===== config.mk =====
export PLATFORM = sky130hd
export DESIGN_NAME = down_timer
export DESIGN_NICKNAME = d
export VERILOG_FILES = /design/src/rtl/down_timer.sv
export SDC_FILE = /design/constraint.sdc
export NUM_CORES = 1
export LEC_CHECK = 0
export CORE_AREA = 2 2 50 52
export CTS_CLUSTER_SIZE = 8
export DETAILED_ROUTE_END_ITERATION = 8
export DIE_AREA = 0 0 52 54
export PLACE_DENSITY = 0.75
export SYNTH_ARGS = -nofsm -noshare
export SYNTH_HDL_FRONTEND = slang
export SYNTH_SLANG_ARGS = --single-unit
export TNS_END_PERCENT = 100

===== constraint.sdc =====
create_clock -name clk -period 3.2 [get_ports clk]
set_input_delay 0.64 -clock clk [delete_from_list [all_inputs] [get_ports clk]]
set_output_delay 0.64 -clock clk [all_outputs]
set_load 0.01 [all_outputs]

===== src/rtl/down_timer.sv =====
// Loadable down-counter timer with optional auto-reload.
//
// state | meaning
// ------+-------------------------------------------------------------
// IDLE  | waiting for a load; load_ready high, count holds last value
// RUN   | counting down on en; tc pulses at the 1 -> terminal edge
//
// A zero load is a degenerate run: it completes immediately and pulses tc
// without ever entering RUN. The reload register only changes on an
// accepted load, so auto-reload always restarts from the last start value.
module down_timer #(
    parameter int WIDTH = 8
) (
    input  logic             clk,
    input  logic             reset,
    input  logic             load_valid,
    input  logic [WIDTH-1:0] load_value,
    output logic             load_ready,
    input  logic             en,
    input  logic             stop,
    input  logic             auto_reload,
    output logic [WIDTH-1:0] count,
    output logic             busy,
    output logic             tc
);

    typedef enum logic {
        IDLE = 1'b0,
        RUN  = 1'b1
    } state_t;

    state_t           state_q;
    state_t           state_d;
    logic [WIDTH-1:0] count_q;
    logic [WIDTH-1:0] count_d;
    logic [WIDTH-1:0] reload_q;
    logic [WIDTH-1:0] reload_d;
    logic             tc_q;
    logic             tc_d;
    logic             at_terminal;

    // Count of one (or the unreachable zero) is treated as terminal so the
    // counter can never step below zero.
    assign at_terminal = (count_q <= WIDTH'(1));

    // Next-state, next-count and terminal-count pulse decode.
    always_comb begin
        state_d  = state_q;
        count_d  = count_q;
        reload_d = reload_q;
        tc_d     = 1'b0;
        unique case (state_q)
            IDLE: begin
                if (load_valid) begin
                    count_d  = load_value;
                    reload_d = load_value;
                    if (load_value != '0) begin
                        state_d = RUN;
                    end else begin
                        tc_d = 1'b1;
                    end
                end
            end
            RUN: begin
                if (stop) begin
                    state_d = IDLE;
                end else if (en) begin
                    if (at_terminal) begin
                        tc_d = 1'b1;
                        if (auto_reload) begin
                            count_d = reload_q;
                        end else begin
                            count_d = '0;
                            state_d = IDLE;
                        end
                    end else begin
                        count_d = count_q - WIDTH'(1);
                    end
                end
            end
            default: begin
                state_d = IDLE;
            end
        endcase
    end

    // State, counter, reload and tc registers; reset clears everything at once.
    always_ff @(posedge clk or negedge reset) begin
        if (!reset) begin
            state_q  <= IDLE;
            count_q  <= '0;
            reload_q <= '0;
            tc_q     <= 1'b0;
        end else begin
            state_q  <= state_d;
            count_q  <= count_d;
            reload_q <= reload_d;
            tc_q     <= tc_d;
        end
    end

    assign count      = count_q;
    assign busy       = (state_q == RUN);
    assign load_ready = (state_q == IDLE);
    assign tc         = tc_q;

endmodule


==> flow_results.xml, run 1 <==
<?xml version="1.0" encoding="UTF-8"?>
<metrics>
  <group name="status">
    <metric name="run_status" unit="">complete, no violations</metric>
  </group>
  <group name="timing">
    <metric name="hold_viol" unit="">0</metric>
    <metric name="setup_viol" unit="">0</metric>
    <metric name="final.setup.tns" unit="ps">0</metric>
    <metric name="tightest_slew" unit="ps">809.2</metric>
    <metric name="min_period" unit="ps">2165</metric>
    <metric name="timing.max_slew.rel_slack" unit="">0.4589</metric>
    <metric name="fmax" unit="MHz">461.9</metric>
    <metric name="skew" unit="ps">4.793</metric>
    <metric name="grt_setup_unrepaired" unit="">no</metric>
    <metric name="maxSlewViolCount" unit="">0</metric>
    <metric name="fin_crit_sh" unit="">0.6766</metric>
  </group>
  <group name="logic_synthesis">
    <metric name="synth_top_cell_by_area" unit="">sky130_fd_sc_hd__dfrtp_1</metric>
    <metric name="synth_commonest_cells" unit="">sky130_fd_sc_hd__nand2_1 (33), sky130_fd_sc_hd__dfrtp_1 (18), sky130_fd_sc_hd__a31oi_1 (10)</metric>
    <metric name="synthMostInstantiatedCell" unit="">sky130_fd_sc_hd__nand2_1</metric>
    <metric name="synth-seq-cells" unit="">18</metric>
    <metric name="synthArstFlopShare" unit="">1.000</metric>
    <metric name="synth_enable_flop_cells" unit="">0</metric>
    <metric name="synth_flop_cell" unit="">sky130_fd_sc_hd__dfrtp_1</metric>
    <metric name="mappedNetlistArea" unit="sq um">1075</metric>
    <metric name="synth_sequential_area_ratio" unit="">0.4191</metric>
    <metric name="synth.top_cells.by_area" unit="">sky130_fd_sc_hd__dfrtp_1 (42%), sky130_fd_sc_hd__nand2_1 (12%), sky130_fd_sc_hd__a31oi_1 (5.8%), sky130_fd_sc_hd__a21oi_1 (3.3%), sky130_fd_sc_hd__o21ai_0 (2.8%)</metric>
    <metric name="syn_nets" unit="">141</metric>
    <metric name="post_synth_top_area_share" unit="">0.4191</metric>
    <metric name="netlist_instances" unit="">125</metric>
    <metric name="yosysUniqueCellTypes" unit="">38</metric>
    <metric name="syn-mean-instance-area" unit="sq um">8.598</metric>
    <metric name="yosys_warnings" unit="">0</metric>
  </group>
  <group name="cells_and_area">
    <metric name="utilization" unit="">0.5901</metric>
    <metric name="area_growth" unit="%">27.36</metric>
    <metric name="multiInputGateArea" unit="sq um">585.6</metric>
    <metric name="seq_area" unit="sq um">450.4</metric>
    <metric name="layout-drive-gt1-share" unit="">0.09459</metric>
    <metric name="fillerInstances" unit="">224</metric>
    <metric name="antennaDiodeCount" unit="">0</metric>
    <metric name="nNetsFinal" unit="">165</metric>
    <metric name="layout.cells.non_filler" unit="">178</metric>
  </group>
  <group name="worst_hold_path">
    <metric name="min_path_type" unit="">reg2reg</metric>
    <metric name="hold_start" unit="">reload_q[6]</metric>
  </group>
  <group name="global_routing">
    <metric name="groute.usage.overall" unit="">0.2121</metric>
    <metric name="grt_start_max_net_pins" unit="">19</metric>
    <metric name="global_route_wire_length_before_repair" unit="um">4381</metric>
    <metric name="gr-total-overflow" unit="">0</metric>
    <metric name="vias_in_the_first_global_route" unit="">935</metric>
    <metric name="grt_antenna_before_repair" unit="">0</metric>
  </group>
  <group name="power_and_ir_drop">
    <metric name="power_per_cell_area" unit="nW/um^2">621.1</metric>
    <metric name="vdd_ir_drop_max" unit="V">0.0004196</metric>
    <metric name="total_leakage_power" unit="nW">0.5892</metric>
  </group>
  <group name="clock_network">
    <metric name="cts_inserted_buffers" unit="">3</metric>
    <metric name="cts.repair.resized" unit="">0</metric>
    <metric name="cts.sinks" unit="">18</metric>
    <metric name="cts_setup_buffers" unit="">0</metric>
    <metric name="cts.root.buffer_cell" unit="">sky130_fd_sc_hd__clkbuf_4</metric>
    <metric name="maximum_clock_insertion_buffer_count" unit="">2</metric>
    <metric name="tritoncts" unit="">yes</metric>
    <metric name="cts_max_level" unit="">1</metric>
    <metric name="holdBufCountCts" unit="">0</metric>
    <metric name="clkTransAtPathRegs" unit="ps">110</metric>
    <metric name="clock_latency" unit="ps">300</metric>
  </group>
  <group name="floorplanning">
    <metric name="boundaryPins" unit="">25</metric>
    <metric name="design.die.area" unit="sq um">2808</metric>
    <metric name="rows" unit="">18</metric>
    <metric name="die_width" unit="um">52</metric>
    <metric name="coreArea" unit="sq um">2320</metric>
    <metric name="fp.dieH" unit="um">54</metric>
    <metric name="initial_core_utilization" unit="">0.4633</metric>
  </group>
  <group name="drt">
    <metric name="dr.first_iter.drc_count" unit="">46</metric>
    <metric name="drt_pre_antenna_iters" unit="">4</metric>
    <metric name="via_per_inst" unit="">5.899</metric>
    <metric name="dr_total_vias" unit="">1050</metric>
    <metric name="avgRoutedWirePerCell" unit="um">14.71</metric>
    <metric name="count_of_nets_left_with_antenna_violations_after_detail_routing" unit="">0</metric>
    <metric name="postRouteWirelength" unit="um">2618</metric>
    <metric name="drc" unit="">0</metric>
  </group>
  <group name="critical_path">
    <metric name="startpoint" unit="">busy</metric>
    <metric name="required" unit="ps">2560</metric>
    <metric name="setup.worst_path.end_class" unit="">output port</metric>
    <metric name="rr_startpoint" unit="">count[0]</metric>
    <metric name="critical_path_peak_fanout" unit="">12</metric>
    <metric name="worst_path_max_delay_cell" unit="">sky130_fd_sc_hd__clkdlybuf4s50_1</metric>
    <metric name="setup.worst_path.class" unit="">reg2out</metric>
    <metric name="endpoint_arrival_time_on_the_critical_path" unit="ps">1530</metric>
    <metric name="cp_cell_sequence" unit="">inv_1 -&gt; clkdlybuf4s50_1</metric>
    <metric name="crit_path_start_kind" unit="">flop</metric>
    <metric name="critPathMaxStageDelay" unit="ps">550</metric>
  </group>
  <group name="placement">
    <metric name="dp_cells" unit="">174</metric>
    <metric name="hpwl" unit="um">1917</metric>
    <metric name="port_buffers" unit="">24</metric>
    <metric name="globalplace.congestion" unit="">0.8156</metric>
  </group>
  <group name="job">
    <metric name="maxCapViolations" unit="">0</metric>
  </group>
</metrics>
-- report_power, final --
part           internal [W]  leakage (nW)  switching, W  total [W]
Sequential         0.000281         0.215     0.0000801   0.000362
Combinational      0.000176         0.353      0.000170   0.000346
Clock             0.0000695        0.0210     0.0000734   0.000143
Total              0.000527         0.589      0.000323   0.000850
-- cell type report --
type	instances	share of cell area
Multi-Input combinational cell	97	0.4278
Timing Repair Buffer	24	0.1755
Clock buffer	4	0.02651
Tap cell	30	0.02742
Inverter	5	0.01371
Sequential cell	18	0.3291
-- layout by cell type, fill, tap and decap left out --
| master | instances |
|---|---|
| sky130_fd_sc_hd__mux2_4 | 1 |
| sky130_fd_sc_hd__o22ai_1 | 3 |
| sky130_fd_sc_hd__and2_1 | 1 |
| sky130_fd_sc_hd__nor3_1 | 2 |
| sky130_fd_sc_hd__nand2b_1 | 1 |
| sky130_fd_sc_hd__ha_1 | 2 |
| sky130_fd_sc_hd__mux2i_1 | 1 |
| sky130_fd_sc_hd__nor2_1 | 4 |
| sky130_fd_sc_hd__xor2_1 | 1 |
| sky130_fd_sc_hd__or3_1 | 2 |
| sky130_fd_sc_hd__a22oi_1 | 1 |
| sky130_fd_sc_hd__a41oi_1 | 1 |
| sky130_fd_sc_hd__o21ai_0 | 6 |
| sky130_fd_sc_hd__o21ai_2 | 1 |
| sky130_fd_sc_hd__xnor2_1 | 2 |
| sky130_fd_sc_hd__and3b_1 | 1 |
| sky130_fd_sc_hd__nand4_1 | 1 |
| sky130_fd_sc_hd__or2_2 | 1 |
| sky130_fd_sc_hd__inv_1 | 5 |
| sky130_fd_sc_hd__and3_4 | 1 |
| sky130_fd_sc_hd__a31oi_1 | 10 |
| sky130_fd_sc_hd__o31a_2 | 1 |
| sky130_fd_sc_hd__a21boi_0 | 1 |
| sky130_fd_sc_hd__a311o_2 | 1 |
| sky130_fd_sc_hd__clkbuf_4 | 3 |
| sky130_fd_sc_hd__nand2_1 | 33 |
| sky130_fd_sc_hd__a21oi_1 | 7 |
| sky130_fd_sc_hd__o31ai_1 | 1 |
| sky130_fd_sc_hd__clkbuf_8 | 1 |
| sky130_fd_sc_hd__nor2b_1 | 2 |
| sky130_fd_sc_hd__clkdlybuf4s50_1 | 24 |
| sky130_fd_sc_hd__nor4_4 | 1 |
| sky130_fd_sc_hd__nand3_4 | 1 |
| sky130_fd_sc_hd__or3b_2 | 1 |
| sky130_fd_sc_hd__dfrtp_1 | 18 |
| sky130_fd_sc_hd__nand3b_1 | 1 |
| sky130_fd_sc_hd__a31o_2 | 1 |
| sky130_fd_sc_hd__nor4_1 | 3 |
-- critical path: cells and delay by family, from the launching register on --
kind	cells	cell delay, ps
buf+inv	2	710
flops	1	520
-- through the flow --
stage	setup slack [ps]	hold slack, ps	total power [W]	cell area [sq um]
global placement	959.9	460.7	0.0006970	1333
finish	1035	495.6	0.0008502	1369
floorplan	1373	344.4	0.0005637	1075
detailed placement	909.5	470.3	0.0007073	1333
CTS	1039	497.9	0.0008516	1369
global route	957.9	519.4	0.0009214	1369
-- registers in the layout, indices dropped and copies added, names as in the netlist --
| signal | flops |
|---|---|
| tc | 1 |
| reload_q | 8 |
| count | 8 |
| busy | 1 |
-- worst paths after layout --
| kind | slack [ps] | endpoint | depth (start not counted) |
|---|---|---|---|
| setup / recovery | 1030 | load_ready | 2 |
| setup reg to reg | 1300 | count[6] | 6 |
| hold / removal | 500 | reload_q[6] | 2 |
| hold reg to reg | 500 | reload_q[6] | 2 |
| min in group asynchronous | 800 | count[5] | 1 |
| max in group asynchronous | 1900 | reload_q[7] | 1 |
-- cells by family (layout without fill, tap and decap cells) --
logic type                 Yosys count  count (layout)  synth area share
AOI/OAI and AO/OA                   34              34            0.2014
adders and majority gates            2               2           0.02328
buffers and inverters               10              33           0.03608
muxes                                2               2           0.02328
and+or+nand+nor                     56              56            0.2724
xor gates and xnor gates             3               3           0.02445
DFF                                 18              18            0.4191
-- layer usage --
metal / GRT usage / routed length [um] / vias to the layer above
met5: 0 / 0 / -
met4: 0.1009 / 64 / 0
met3: 0.03056 / 209 / 9
met2: 0.3312 / 1200 / 65
met1: 0.2889 / 1143 / 483
li1: - / - / 493
Note: power is estimated with default switching activity, not from simulation.
==> run 2, diff against run 1 <==
==> constraint.sdc (replaced) <==
create_clock -name clk -period 2.2 [get_ports clk]
set_input_delay 0.44 -clock clk [delete_from_list [all_inputs] [get_ports clk]]
set_output_delay 0.44 -clock clk [all_outputs]
set_load 0.01 [all_outputs]
==> run 2 against run 1 <==
Largest cell class unchanged. First-iteration DRC count shrank 30%. Clock-buffer cell count shrank 1. Critical path type unchanged. Via count grew 1.0%. Combinational power grew 51%. Total power grew 42%. Clock power grew 16%. Core utilization grew 1.7 points. Die area is the same. Global-route usage grew 0.60 points. Critical path depth is the same. Worst hold slack lost 36 ps.
==> flow_results.xml, run 2 (same netlist as run 1, synthesis figures left out) <==
<?xml version="1.0" encoding="UTF-8"?>
<metrics>
  <group name="timing">
    <metric name="hold_viol" unit="">0</metric>
    <metric name="fin_crit_sh" unit="">0.8968</metric>
    <metric name="final.setup.tns" unit="ps">0</metric>
    <metric name="skew" unit="ps">0.9331</metric>
    <metric name="setup_viol" unit="">0</metric>
    <metric name="min_period" unit="ps">1973</metric>
    <metric name="grt_setup_unrepaired" unit="">no</metric>
    <metric name="maxSlewViolCount" unit="">0</metric>
    <metric name="timing.max_slew.rel_slack" unit="">0.6297</metric>
    <metric name="fmax" unit="MHz">506.8</metric>
    <metric name="tightest_slew" unit="ps">551.4</metric>
  </group>
  <group name="floorplanning">
    <metric name="die_width" unit="um">52</metric>
    <metric name="design.die.area" unit="sq um">2808</metric>
    <metric name="coreArea" unit="sq um">2320</metric>
    <metric name="fp.dieH" unit="um">54</metric>
    <metric name="initial_core_utilization" unit="">0.4633</metric>
    <metric name="boundaryPins" unit="">25</metric>
    <metric name="rows" unit="">18</metric>
  </group>
  <group name="cells_and_area">
    <metric name="layout_commonest_cell" unit="">sky130_fd_sc_hd__nand2_1</metric>
    <metric name="nNetsFinal" unit="">172</metric>
    <metric name="commonest_non_fill_non_tap_cells_in_the_layout" unit="">sky130_fd_sc_hd__nand2_1 (33), sky130_fd_sc_hd__clkdlybuf4s50_1 (24), sky130_fd_sc_hd__dfrtp_1 (18)</metric>
    <metric name="seq_area" unit="sq um">450.4</metric>
    <metric name="area_growth" unit="%">30.97</metric>
    <metric name="layout-drive-gt1-share" unit="">0.1299</metric>
    <metric name="utilization" unit="">0.6068</metric>
    <metric name="multiInputGateArea" unit="sq um">585.6</metric>
    <metric name="fillerInstances" unit="">200</metric>
    <metric name="antennaDiodeCount" unit="">0</metric>
  </group>
  <group name="critical_path">
    <metric name="setup.worst_path.class" unit="">reg2out</metric>
    <metric name="r2r.worst_path.cells" unit="">6</metric>
    <metric name="endpoint_arrival_time_on_the_critical_path" unit="ps">1530</metric>
    <metric name="required" unit="ps">1760</metric>
    <metric name="setup.worst_path.end_class" unit="">output port</metric>
    <metric name="crit_path_start_kind" unit="">flop</metric>
    <metric name="critical_path_peak_fanout" unit="">12</metric>
  </group>
  <group name="placement">
    <metric name="hpwl" unit="um">1981</metric>
    <metric name="port_buffers" unit="">24</metric>
    <metric name="globalplace.congestion" unit="">0.8094</metric>
  </group>
  <group name="global_routing">
    <metric name="global_route_wire_length_before_repair" unit="um">4526</metric>
    <metric name="groute.usage.overall" unit="">0.2181</metric>
    <metric name="grt_start_max_net_pins" unit="">19</metric>
    <metric name="grt_antenna_before_repair" unit="">0</metric>
    <metric name="gr-total-overflow" unit="">0</metric>
    <metric name="vias_in_the_first_global_route" unit="">1000</metric>
  </group>
  <group name="clock_network">
    <metric name="clock_latency" unit="ps">300</metric>
    <metric name="cts.root.buffer_cell" unit="">sky130_fd_sc_hd__clkbuf_4</metric>
    <metric name="holdBufCountCts" unit="">0</metric>
    <metric name="clkTransAtPathRegs" unit="ps">100</metric>
    <metric name="cts_setup_buffers" unit="">0</metric>
    <metric name="cts.sinks" unit="">18</metric>
    <metric name="maximum_clock_insertion_buffer_count" unit="">2</metric>
    <metric name="tritoncts" unit="">yes</metric>
    <metric name="cts_inserted_buffers" unit="">3</metric>
    <metric name="cts.repair.resized" unit="">0</metric>
    <metric name="cts_max_level" unit="">1</metric>
  </group>
  <group name="power_and_ir_drop">
    <metric name="switching_power" unit="W">0.0004670</metric>
    <metric name="combPwrFrac" unit="">0.430</metric>
    <metric name="total_leakage_power" unit="nW">0.6159</metric>
    <metric name="switching_share" unit="">0.3856</metric>
    <metric name="p_seq_frac" unit="">0.433</metric>
    <metric name="vdd_ir_drop_max" unit="V">0.0004195</metric>
    <metric name="clock_power_frac" unit="">0.137</metric>
    <metric name="power_report.internal_total" unit="W">0.0007441</metric>
    <metric name="power_per_cell_area" unit="nW/um^2">860.4</metric>
  </group>
  <group name="drt">
    <metric name="postRouteWirelength" unit="um">2684</metric>
    <metric name="count_of_nets_left_with_antenna_violations_after_detail_routing" unit="">0</metric>
    <metric name="dr.first_iter.drc_count" unit="">32</metric>
    <metric name="drt_pre_antenna_iters" unit="">4</metric>
    <metric name="via_per_inst" unit="">5.766</metric>
    <metric name="dr_total_vias" unit="">1061</metric>
    <metric name="avgRoutedWirePerCell" unit="um">14.59</metric>
    <metric name="drc" unit="">0</metric>
  </group>
  <group name="job">
    <metric name="maxCapViolations" unit="">0</metric>
  </group>
  <group name="worst_hold_path">
    <metric name="min_path_type" unit="">in2async</metric>
  </group>
  <group name="status">
    <metric name="run_status" unit="">complete, no violations</metric>
  </group>
</metrics>
==> run 2: cell count changes in the layout (fill, tap and decap cells not counted) <==
cell / before / now
sky130_fd_sc_hd__buf_4: 0 / 7
sky130_fd_sc_hd__clkbuf_8: 1 / 0
==> run 2: layout make-up <==
type	instances	share of cell area
Multi-Input combinational cell	97	0.4160
Sequential cell	18	0.3200
Timing Repair Buffer	31	0.2080
Tap cell	30	0.02667
Clock buffer	3	0.01600
Inverter	5	0.01333
==> run 2: power groups by stage <==
stage | combinational (W) | clock (W) | sequential, W
after floorplan | 0.000295 | 0 | 0.000525
after global placement | 0.000512 | 0 | 0.000524
after global routing | 0.000580 | 0.000184 | 0.000539
after CTS | 0.000520 | 0.000172 | 0.000522
after detailed placement | 0.000517 | 0 | 0.000530
final | 0.000521 | 0.000166 | 0.000524
==> run 2: critical path, stage by stage (launching register included) <==
cell and delay, ps:
sky130_fd_sc_hd__dfrtp_1 520, sky130_fd_sc_hd__inv_1 160, sky130_fd_sc_hd__clkdlybuf4s50_1 550
==> run 2: metrics by stage <==
stage / hold slack (ps) / setup slack (ps) / instances / total power (W) / area [sq um]
after floorplan: 144.4 / 372.9 / 125 / 0.0008200 / 1075
after global placement: 458.3 / 399.9 / 181 / 0.001036 / 1385
after detailed placement: 464.1 / 306.5 / 181 / 0.001048 / 1385
after CTS: 463.8 / 224.0 / 184 / 0.001214 / 1408
after global routing: 492.4 / 132.2 / 184 / 0.001303 / 1408
final: 460.0 / 227.0 / 184 / 0.001211 / 1408
==> run 2: per-layer routing <==
| metal | wire, um | vias to the layer above | track usage |
|---|---|---|---|
| met4 | 74 | 0 | 0.08772 |
| li1 | - | 506 | - |
| met2 | 1251 | 57 | 0.3608 |
| met5 | 0 | - | 0 |
| met3 | 170 | 11 | 0.02778 |
| met1 | 1186 | 487 | 0.2897 |
==> run 2: worst paths after layout <==
kind,startpoint,slack [ps],end
hold reg to reg,reload_q[5],490,reload_q[5]
setup reg to reg,count[0],300,count[6]
hold / removal,reset,460,count[3]
max in group asynchronous,reset,1550,reload_q[1]
min in group clk,reload_q[5],490,reload_q[5]
setup / recovery,busy,230,load_ready
